File: config.mk
export PLATFORM = sky130hd
export DESIGN_NAME = latch_bank
export DESIGN_NICKNAME = d
export VERILOG_FILES = /design/src/rtl/latch_bank.sv
export SDC_FILE = /design/constraint.sdc
export NUM_CORES = 1
export LEC_CHECK = 0
export BUFFER_PORTS_ARGS = -buffer_cell sky130_fd_sc_hd__buf_2
export CAP_MARGIN = 0
export CORE_UTILIZATION = 55
export CTS_BUF_LIST = sky130_fd_sc_hd__clkbuf_16
export CTS_CLUSTER_SIZE = 30
export DETAILED_ROUTE_END_ITERATION = 10
export PLACE_DENSITY_LB_ADDON = 0.25
export SETUP_SLACK_MARGIN = 0.02
export SLEW_MARGIN = 20
export SYNTH_ARGS = -nofsm -noshare
export SYNTH_HDL_FRONTEND = slang
export SYNTH_SLANG_ARGS = --single-unit
File: constraint.sdc
create_clock -name clk -period 1.3 [get_ports clk]
set_input_delay 0.065 -clock clk [delete_from_list [all_inputs] [get_ports clk]]
set_output_delay 0.065 -clock clk [all_outputs]
set_load 0.02 [all_outputs]
File: src/rtl/latch_bank.sv
// latch_bank: CHANNELS independent WIDTH-bit channels. Each channel has a
// staging register and a held register. Writes land in staging and set the
// channel's dirty flag. A commit strobe copies every dirty channel into its
// held register on one edge, so downstream logic never sees a partly updated
// multi-channel value. dout is driven from the held registers only.
//
// Optional feature, compiled in with `define LATCH_BANK_READBACK_EN:
// adds rd_sel/rd_data, a registered readback of the staging registers with
// one cycle of latency. Out-of-range rd_sel reads 0.
module latch_bank #(
    parameter int               WIDTH      = 8,
    parameter int               CHANNELS   = 4,
    parameter bit               INVERT_OUT = 1'b1,
    parameter logic [WIDTH-1:0] RESET_VAL  = '0,
    parameter int               CNT_W      = 8,
    localparam int              AW         = (CHANNELS > 1) ? $clog2(CHANNELS) : 1
) (
    input  logic                      clk,
    input  logic                      rst_n,
    input  logic                      load_n,
    input  logic [AW-1:0]             wr_sel,
    input  logic [WIDTH-1:0]          wr_data,
    input  logic                      commit,
    output logic [CHANNELS*WIDTH-1:0] dout,
    output logic [CHANNELS-1:0]       dirty,
    output logic                      commit_done,
    output logic                      sel_err,
    output logic [CNT_W-1:0]          commit_cnt
`ifdef LATCH_BANK_READBACK_EN
    ,
    input  logic [AW-1:0]             rd_sel,
    output logic [WIDTH-1:0]          rd_data
`endif
);

    // One past the last valid channel index, in AW+1 bits so that a full
    // power-of-two bank (CHANNELS == 2**AW) is still representable.
    localparam logic [AW:0] CH_LIM = CHANNELS[AW:0];

    logic [WIDTH-1:0]    stage_q [CHANNELS];
    logic [WIDTH-1:0]    stage_d [CHANNELS];
    logic [WIDTH-1:0]    held_q  [CHANNELS];
    logic [WIDTH-1:0]    held_d  [CHANNELS];
    logic [CHANNELS-1:0] dirty_q;
    logic [CHANNELS-1:0] dirty_d;
    logic                commit_done_q;
    logic                commit_done_d;
    logic                sel_err_q;
    logic                sel_err_d;
    logic [CNT_W-1:0]    commit_cnt_q;
    logic [CNT_W-1:0]    commit_cnt_d;

    logic                sel_ok;
    logic                wr_ok;

    assign sel_ok = ({1'b0, wr_sel} < CH_LIM);
    assign wr_ok  = !load_n && sel_ok;

    // Next-state: stage the write, then let a commit publish every pending
    // channel, including one written on this same edge.
    always_comb begin
        // NOTE: every combinational output is given a default first so that
        // no path through the block leaves it unassigned (no latch).
        stage_d       = stage_q;
        held_d        = held_q;
        dirty_d       = dirty_q;
        commit_done_d = commit;
        sel_err_d     = !load_n && !sel_ok;
        commit_cnt_d  = commit_cnt_q;

        for (int i = 0; i < CHANNELS; i++) begin
            if (wr_ok && (wr_sel == AW'(i))) begin
                stage_d[i] = wr_data;
                dirty_d[i] = 1'b1;
            end
        end

        if (commit) begin
            for (int i = 0; i < CHANNELS; i++) begin
                if (dirty_d[i]) begin
                    held_d[i] = stage_d[i];
                end
            end
            dirty_d      = '0;
            commit_cnt_d = commit_cnt_q + CNT_W'(1);
        end
    end

    // State registers; reset discards staged data and pending pulses at once.
    always_ff @(posedge clk or negedge rst_n) begin
        if (!rst_n) begin
            // NOTE: the staging/held arrays are a few flops per channel, not a
            // RAM, so they are reset to RESET_VAL like any other register.
            for (int i = 0; i < CHANNELS; i++) begin
                stage_q[i] <= RESET_VAL;
                held_q[i]  <= RESET_VAL;
            end
            dirty_q       <= '0;
            commit_done_q <= 1'b0;
            sel_err_q     <= 1'b0;
            commit_cnt_q  <= '0;
        end else begin
            // NOTE: non-blocking assignments so every register samples the
            // pre-edge values computed above, independent of statement order.
            for (int i = 0; i < CHANNELS; i++) begin
                stage_q[i] <= stage_d[i];
                held_q[i]  <= held_d[i];
            end
            dirty_q       <= dirty_d;
            commit_done_q <= commit_done_d;
            sel_err_q     <= sel_err_d;
            commit_cnt_q  <= commit_cnt_d;
        end
    end

    // Output view of the held registers, optionally inverted per channel.
    always_comb begin
        dout = '0;
        for (int i = 0; i < CHANNELS; i++) begin
            dout[i*WIDTH +: WIDTH] = INVERT_OUT ? ~held_q[i] : held_q[i];
        end
    end

    assign dirty       = dirty_q;
    assign commit_done = commit_done_q;
    assign sel_err     = sel_err_q;
    assign commit_cnt  = commit_cnt_q;

`ifdef LATCH_BANK_READBACK_EN
    logic [WIDTH-1:0] rd_data_q;
    logic [WIDTH-1:0] rd_data_d;

    // Readback select: current staging content, so a same-edge write shows
    // up one read cycle later.
    always_comb begin
        rd_data_d = '0;
        for (int i = 0; i < CHANNELS; i++) begin
            if (rd_sel == AW'(i)) begin
                rd_data_d = stage_q[i];
            end
        end
    end

    // Readback register.
    always_ff @(posedge clk or negedge rst_n) begin
        if (!rst_n) begin
            rd_data_q <= '0;
        end else begin
            rd_data_q <= rd_data_d;
        end
    end

    assign rd_data = rd_data_q;
`endif

endmodule

==> flow_summary.yaml <==
run_status:
  run_status: "finished clean"
logic_synthesis:
  dominantRegCellSynth: "sky130_fd_sc_hd__dfrtp_1"
  ys_seq_area_share_pct: 57.72
  syn_nets: 280
  synthTopCellsByArea: "sky130_fd_sc_hd__dfrtp_1 58%, sky130_fd_sc_hd__mux2_2 11%, sky130_fd_sc_hd__a221oi_1 6.0%"
  syn-mean-instance-area_um2: 12.60
  ys_async_sr_fraction_pct: 100.0
  synth.largest_area_cell: "sky130_fd_sc_hd__dfrtp_1"
  synth_edf_count: 0
  netlist_area_before_placement_um2: 3338
  synth.distinct_cells: 27
  synth_top_area_share_pct: 57.72
  synth.ff_latch_count: 77
  synthCells: 265
  ys_warn_count: 0
worst_setup_path:
  worst_path_max_delay_cell: "sky130_fd_sc_hd__dfrtp_1"
  worst_ep_arrival_time_ns: 1.37
  crit_path_start_kind: "flop"
  critPathTopFamily: "flip-flops"
  path_cells: "nand2_1 > nor3_1 > a221oi_1"
  worst_path_largest_cell_delay_ns: 0.41
  worstPathRequired_ns: 1.50
  worst_setup_path_end_kind: "flop"
  path_buf_inv: 0
  critPathMaxFanout: 8
  setup.worst_path.class: "reg -> reg"
floorplanning:
  io_pins: 60
  initial_core_util_pct: 56.72
  die-area_um2: 6385
  core_area_um2: 5886
  die_height_um: 79.91
  placementRows: 28
  die-width_um: 79.91
flow_run:
  drv.max_cap_violation_count: 0
sta:
  final.setup_skew_ns: 0.005031
  setup-tns-final_ns: 0
  period_share_pct: 89.62
  final.min_clock_period_ns: 1.165
  final-max-slew-violation-count: 0
  final_hold_viol_count: 0
  grt_setup_unrepaired: "false"
  timing.fmax_ghz: 0.8583
  report.final.setup_viol: 0
routing:
  postRouteWirelength_mm: 6.966
  routed_via_density: 5.549
  drt-wirelength-per-cell_um: 16.63
  antenna_left: 0
  detailedRoute.firstPassIterationCount: 4
  initialDrtViolationCount: 98
  post-route-drc-count: 0
  total_number_of_vias: 2325
power_and_ir_drop:
  share_seq_of_total_power_pct: 43.1
  p_clk_share_pct: 31.1
  power.switching_mw: 2.351
  portion_of_total_power_attributed_to_combinational_logic_pct: 25.8
  leakage_dissipation_nw: 1.971
  power.total_mw: 7.573
  design_internal_power_mw: 5.221
  vdd_ir_drop_max_uv: 1117
  netSwitchingFraction_pct: 31.05
  powerDensity_nw_per_um2: 1836
finish:
  layout.filler_cells: 441
  flow.area_growth_from_synthesis_pct: 23.54
  final_cell_area_um2: 4124
  final_layout_size_suffix_gt1_share_pct: 40.12
  final_util_pct: 70.07
  layout.area.seq_um2: 1927
  num-nets-final: 354
  num_antenna_cells: 0
  multi_input_area_um2: 1195
grt:
  grt_pass1_wl_mm: 11.50
  grt_max_degree: 31
  gr-total-overflow: 0
  track_usage_pct: 24.41
  grt_pass1_vias: 2353
  antenna_found_initial: 0
clocking:
  cts_tree: "yes"
  numClockSinks: 77
  post_cts.repair.setup_buffers: 0
  clk_latency_ns: 0.32
  cts_htree_levels: 3
  cts_max_path_buffers: 2
  path_clk_slew_ns: 0.06
  clock_tree_root_buffer_cell: "sky130_fd_sc_hd__clkbuf_16"
  number_of_buffers_created_by_cts: 9
placed_design:
  place_congestion: 0.7766
  place.port_buffers: 58
  place.detailed.hpwl_mm: 4.707
  placedInstanceArea_um2: 3825
hold_path:
  hold_path_class: "in -> reg"
[cell type report]
class,instances,area share (%)
Clock inverter,7,1.396
Clock buffer,9,5.461
Inverter,32,2.913
Sequential cell,77,46.72
Multi-Input combinational cell,143,28.97
Timing Repair Buffer,76,12.26
Tap cell,75,2.275
[worst reg2reg max path, stage by stage, from the launching register on]
cell	delay (ns)
sky130_fd_sc_hd__dfrtp_1	0.41
sky130_fd_sc_hd__nand2_1	0.28
sky130_fd_sc_hd__nor3_1	0.10
sky130_fd_sc_hd__a221oi_1	0.26
[cells by family after synthesis]
family                     count (synthesis)  synth area share (%)
AOI/OAI and AO/OA                         36                 11.24
other                                      1                0.1123
xor gates and xnor gates                   7                 1.837
DFF                                       77                 57.72
buffers and inverters                     45                 6.671
muxes                                     33                 11.13
and+or+nand+nor                           65                 10.91
adders and majority gates                  1                0.3748
[sequential cells by signal, indices dropped and copies added, names as in the netlist]
register     flops
dirty            4
held_q          32
commit_done      1
commit_cnt       8
stage_q         32
[stage by stage]
step | hold slack [ns] | std cells | setup slack [ns]
2_1_floorplan | -0.2306 | 265 | 0.1553
3_3_place_gp | 0.01740 | 402 | 0.1019
4_1_cts | 0.04607 | 419 | 0.03212
5_1_grt | 0.05649 | 419 | 0.03219
3_5_place_dp | 0.01607 | 402 | 0.04917
6_report | 0.05285 | 419 | 0.1350
[power groups by stage]
stage	clock network [mW]	registers, mW	logic, mW
2_1_floorplan	0	3.36	1.18
3_3_place_gp	0	3.26	1.91
3_5_place_dp	0	3.29	1.96
4_1_cts	2.39	3.26	1.98
5_1_grt	2.49	3.33	2.13
6_report	2.36	3.26	1.95
[cells in the mapped netlist (all sizes together), types with 2 or more instances]
library cell  number
dfrtp             77
nor3              34
mux2              33
a221oi            32
inv               32
buf               11
nor2               9
nor2b              8
nand2              7
o21ai              4
xnor2              4
nand4              3
xor2               3
clkbuf             2
nor3b              2
[cells in the final DEF (no fill, tap or decap), types with 4 or more instances in the layout]
cell type / instances
sky130_fd_sc_hd__nor3_1: 33
sky130_fd_sc_hd__buf_2: 57
sky130_fd_sc_hd__nand2_1: 6
sky130_fd_sc_hd__inv_1: 33
sky130_fd_sc_hd__nor2_1: 9
sky130_fd_sc_hd__a221oi_2: 9
sky130_fd_sc_hd__buf_4: 12
sky130_fd_sc_hd__clkbuf_16: 9
sky130_fd_sc_hd__buf_12: 6
sky130_fd_sc_hd__nor2b_1: 8
sky130_fd_sc_hd__dfrtp_1: 77
sky130_fd_sc_hd__a221oi_1: 23
sky130_fd_sc_hd__xnor2_1: 4
sky130_fd_sc_hd__mux2_2: 33
[per-layer routing]
| metal | vias to the layer above | track usage [%] | routed length [µm] |
|---|---|---|---|
| li1 | 1094 | - | - |
| met4 | 0 | 11.25 | 93 |
| met2 | 64 | 41.45 | 3640 |
| met3 | 8 | 3.771 | 277 |
| met5 | - | 0 | 0 |
| met1 | 1159 | 30.64 | 2955 |
[repair_timing]
item                                    CTS  global route
hold buffers                              1             0
gates resized for setup                   0             2
endpoints found under the setup margin    0             9
hold endpoints to repair                 27             0
[worst paths after layout]
check	slack, ns	depth (start not counted)	start	to
min in group asynchronous	0.21	2	rst_n	held_q[22]
hold / removal	0.05	2	wr_data[0]	stage_q[16]
setup / recovery	0.13	3	dirty[3]	held_q[2]
hold reg to reg	0.47	1	commit_cnt[7]	commit_cnt[7]
setup reg to reg	0.13	3	dirty[3]	held_q[2]
max in group asynchronous	0.58	3	rst_n	commit_cnt[0]
Note: power is estimated with default switching activity, not from simulation.
